===== config.mk =====
export PLATFORM = sky130hd
export DESIGN_NAME = skid_flop_stage
export DESIGN_NICKNAME = d
export VERILOG_FILES = /design/src/rtl/skid_flop_stage.sv
export SDC_FILE = /design/constraint.sdc
export NUM_CORES = 1
export LEC_CHECK = 0
export BUFFER_PORTS_ARGS = -buffer_cell sky130_fd_sc_hd__buf_2
export CELL_PAD_IN_SITES_DETAIL_PLACEMENT = 0
export CELL_PAD_IN_SITES_GLOBAL_PLACEMENT = 1
export CORE_MARGIN = 2
export CORE_UTILIZATION = 36
export DETAILED_ROUTE_END_ITERATION = 10
export PLACE_DENSITY_LB_ADDON = 0.1
export SLEW_MARGIN = 10
export SYNTH_ARGS = -nofsm -noshare
export SYNTH_HDL_FRONTEND = slang
export SYNTH_SLANG_ARGS = --single-unit
export TNS_END_PERCENT = 1

===== constraint.sdc =====
create_clock -name clk -period 1.8 [get_ports clk]
set_input_delay 0.18 -clock clk [delete_from_list [all_inputs] [get_ports clk]]
set_output_delay 0.18 -clock clk [all_outputs]
set_load 0.03 [all_outputs]

===== src/rtl/skid_flop_stage.sv =====
// skid_flop_stage: two-entry elastic pipeline register with valid/ready on
// both sides and a synchronous flush. The main register always drives
// out_data; the skid register catches the one extra word that can arrive
// while the consumer stalls, so in_ready never depends on out_ready
// combinationally.
module skid_flop_stage #(
  parameter int WIDTH = 8
) (
  input  logic             clk,
  input  logic             reset,
  input  logic             clear,
  input  logic             in_valid,
  output logic             in_ready,
  input  logic [WIDTH-1:0] in_data,
  output logic             out_valid,
  input  logic             out_ready,
  output logic [WIDTH-1:0] out_data,
  output logic [1:0]       count
);

  // State value equals the number of held words.
  typedef enum logic [1:0] {
    ST_EMPTY = 2'd0,
    ST_HALF  = 2'd1,
    ST_FULL  = 2'd2
  } state_t;

  state_t           r_state;
  state_t           w_state_nxt;
  logic [WIDTH-1:0] r_main;
  logic [WIDTH-1:0] r_skid;

  logic             w_flush;
  logic             w_in_xfer;
  logic             w_out_xfer;
  logic             w_ld_main_in;
  logic             w_ld_main_skid;
  logic             w_ld_skid;

  assign w_flush    = reset | clear;
  assign w_in_xfer  = in_valid & in_ready;
  assign w_out_xfer = out_valid & out_ready;

  // State register: flush returns to EMPTY, otherwise follow the next-state logic.
  always_ff @(posedge clk) begin
    if (w_flush) begin
      r_state <= ST_EMPTY;
    end else begin
      r_state <= w_state_nxt;
    end
  end

  // Next-state and register-load decisions from the two handshakes.
  always_comb begin
    w_state_nxt    = r_state;
    w_ld_main_in   = 1'b0;
    w_ld_main_skid = 1'b0;
    w_ld_skid      = 1'b0;
    unique case (r_state)
      ST_EMPTY: begin
        if (w_in_xfer) begin
          w_state_nxt  = ST_HALF;
          w_ld_main_in = 1'b1;
        end
      end
      ST_HALF: begin
        if (w_in_xfer && w_out_xfer) begin
          w_ld_main_in = 1'b1;
        end else if (w_in_xfer) begin
          w_state_nxt = ST_FULL;
          w_ld_skid   = 1'b1;
        end else if (w_out_xfer) begin
          w_state_nxt = ST_EMPTY;
        end
      end
      ST_FULL: begin
        // in_ready is low here, so only the consumer can move things.
        if (w_out_xfer) begin
          w_state_nxt    = ST_HALF;
          w_ld_main_skid = 1'b1;
        end
      end
      default: begin
        w_state_nxt = ST_EMPTY;
      end
    endcase
  end

  // Data registers: zeroed on flush, loaded only on an accepted handshake.
  always_ff @(posedge clk) begin
    if (w_flush) begin
      r_main <= '0;
      r_skid <= '0;
    end else begin
      if (w_ld_main_in) begin
        r_main <= in_data;
      end else if (w_ld_main_skid) begin
        r_main <= r_skid;
      end
      if (w_ld_skid) begin
        r_skid <= in_data;
      end
    end
  end

  // Handshake outputs: only reset/clear reach them combinationally.
  always_comb begin
    in_ready  = (r_state != ST_FULL) & ~clear & ~reset;
    out_valid = (r_state != ST_EMPTY) & ~clear & ~reset;
    count     = r_state;
    out_data  = r_main;
  end

endmodule


==> key figures <==
Run status
  • Run status: finished, final reports clean

Synthesis
  • Mapped Nets: 117
  • Syn Inst Count: 104
  • Synth Cell Area: 883 µm²
  • Seq cells post-synth: 18
  • Post-synthesis sequential area ratio: 0.408
  • Synthesized area per cell: approximately 8.5 µm²
  • Syn. warnings: 0
  • Netlist cell types: 27

Cells and area
  • Most common cell after layout, fill and taps aside: buf_2
  • Layout Cells excl Fill: 154
  • Antenna cells: 0
  • Commonest non-fill, non-tap cells in the layout: buf_2, dfxtp_1, nand2_1
  • Layout cells sized above 1: 0.325
  • Fill cell count: roughly 240
  • Final nets: 140
  • Area delta synth->final: 17.1%

Placed design
  • Final HPWL DP: 1470 µm
  • GPL Wtd Cong: 0.719
  • Pre-CTS setup slack: 0.321 ns
  • Placed cells: 150
  • Port buffer count: 24

STA
  • Setup TNS: 0 ns
  • RSZ-0062 raised after global routing: false
  • Final worst setup slack: 0.288 ns
  • Final hold violation count: 0
  • Worst Tran Pin Value: 0.388 ns
  • Final setup violation count: 0
  • Max Clk Rate: between 600 and 700 MHz
  • Tmin final: approximately 1.5 ns
  • Final Cycle Share: 0.840
  • Worst clock skew: 0.00354 ns
  • Slew HR: 0.741
  • Final Max Slew Viols: 0

GRT
  • GRT Residual Overflow: 0
  • Pin count of the biggest net entering global routing: 21
  • Via count of the first global-routing pass: 684
  • Initial antenna violation count: 0
  • First-pass GRT wire length: 3310 µm
  • Total GRT Usage: 0.161

Route
  • Drc violations: 0
  • Drt wl/cell: 13.2 µm
  • First drt pass iteration count: 4
  • DR vias/cell: 5.17
  • Detail Route Antenna Nets: 0
  • Iter 0 DRT Violations: 18
  • Total Wirelength: 2040 µm
  • Vias: 796

Clock tree
  • Clock Sinks: 18
  • Post_cts resized: 0
  • Postcts setup bufs: 0
  • CTS hold repair buffers: 0
  • Root buffer selected by CTS: clkbuf_4
  • CTS max path bufs: 2
  • Total CTS buffers: 3
  • Clock-pin slew on the worst setup and hold paths: 0.10 ns
  • H-tree Lvls: 1
  • Clock latency on the worst-skew pair: 0.29 ns
  • TritonCTS clock tree: yes

Die
  • I/O Pins: 25
  • Die area: 2870 µm²
  • Die span in y: 53.5 µm
  • Starting density of the core: 0.388
  • FP Rows: 17
  • Core area: approximately 2300 µm²
  • Die X-Extent: 53.5 µm

Power
  • Power Density: 724 nW/µm²
  • Total power: 0.749 mW
  • Pleak: just under 0.4 nW
  • Maximum vdd drop: 653 µV

Worst setup path
  • Worst Setup Start Kind: flop
  • Worst Reg2Reg Path Length in Cells: 3
  • Setup CP Type: reg -> out
  • Required @ worst endpoint: 1.62 ns
  • Slowest cell delay on critical path: 0.45 ns
  • Worst path arrival time: 1.33 ns
  • Crit-path max FO: 6
  • Worst-path cell chain: buf_4 > nor2b_1 > nor2_1 > buf_2
  • CP Capture Type: output port
  • Slowest stage cell, crit path: dfxtp_1

Hold path
  • Hold crit path type: in -> reg
  • Worst hold path depth: 3

Job
  • Number of max-cap violations: 0
cell usage after synthesis (all sizes together):
master / number / area share
buf: 5 / 0.052
o21ba: 1 / 0.011
nor2b: 3 / 0.021
nand3: 8 / 0.045
o21ai: 8 / 0.050
clkbuf: 4 / 0.018
nor2: 4 / 0.017
and3b: 1 / 0.0099
nand2: 18 / 0.079
or2b: 1 / 0.0099
or4b: 1 / 0.016
or2: 1 / 0.0071
a311oi: 8 / 0.079
mux2i: 1 / 0.011
or3b: 1 / 0.0099
nand3b: 1 / 0.0085
dfxtp: 18 / 0.41
nor3: 9 / 0.062
nor4b: 1 / 0.027
a21oi: 10 / 0.057
registers in the layout, summed over array words and instances, names as in the netlist:
register,flops
count,2
r_skid,8
out_data,8
path summary, 6_finish.rpt:
kind / start / end / slack, ns
setup / recovery: count[1] / in_ready / 0.29
setup reg to reg: count[1] / out_data[3] / 0.29
hold reg to reg: r_skid[6] / r_skid[6] / 0.49
hold / removal: in_data[1] / r_skid[1] / 0.14
power by group:
part / internal [mW] / total [mW] / switching, mW
Clock: 0.123 / 0.248 / 0.125
Combinational: 0.0330 / 0.0920 / 0.0590
Sequential: 0.404 / 0.408 / 0.00470
Total: 0.560 / 0.749 / 0.189
metrics by stage:
step,utilization,hold slack (ns),cell area (µm²)
2_1_floorplan,-,0.327,883
3_3_place_gp,0.439,0.447,998
3_5_place_dp,0.439,0.452,998
4_1_cts,0.455,0.131,1030
5_1_grt,0.455,0.137,1030
6_report,0.455,0.137,1030
cell families (layout without fill, tap and decap cells):
kind of cell | Yosys count | in the layout | share of synthesized area
AO/OA/AOI/OAI | 27 | 27 | 0.197
AND/OR/NAND/NOR | 49 | 49 | 0.313
flip-flops | 18 | 18 | 0.408
buffers and inverters | 9 | 31 | 0.0708
multiplexers | 1 | 1 | 0.0113
critical path, delay by kind of cell, from the launching register on:
family        cells  cell delay [ns]
simple gates      2             0.21
flops             1             0.45
buf+inv           2             0.37
layout make-up:
type	count	area, µm²	area share
Tap cell	28	35.0	0.0339
Multi-Input combinational cell	77	460	0.445
Timing Repair Buffer	27	143	0.138
Sequential cell	18	360	0.348
Clock buffer	4	36.3	0.0351
layer usage:
layer / routed length [µm] / track usage
met1: 1090 / 0.248
met2: 813 / 0.210
met3: 134 / 0.0639
met4: 0 / 0.0256
met5: 0 / 0
Power figures use the tool's default switching activity.
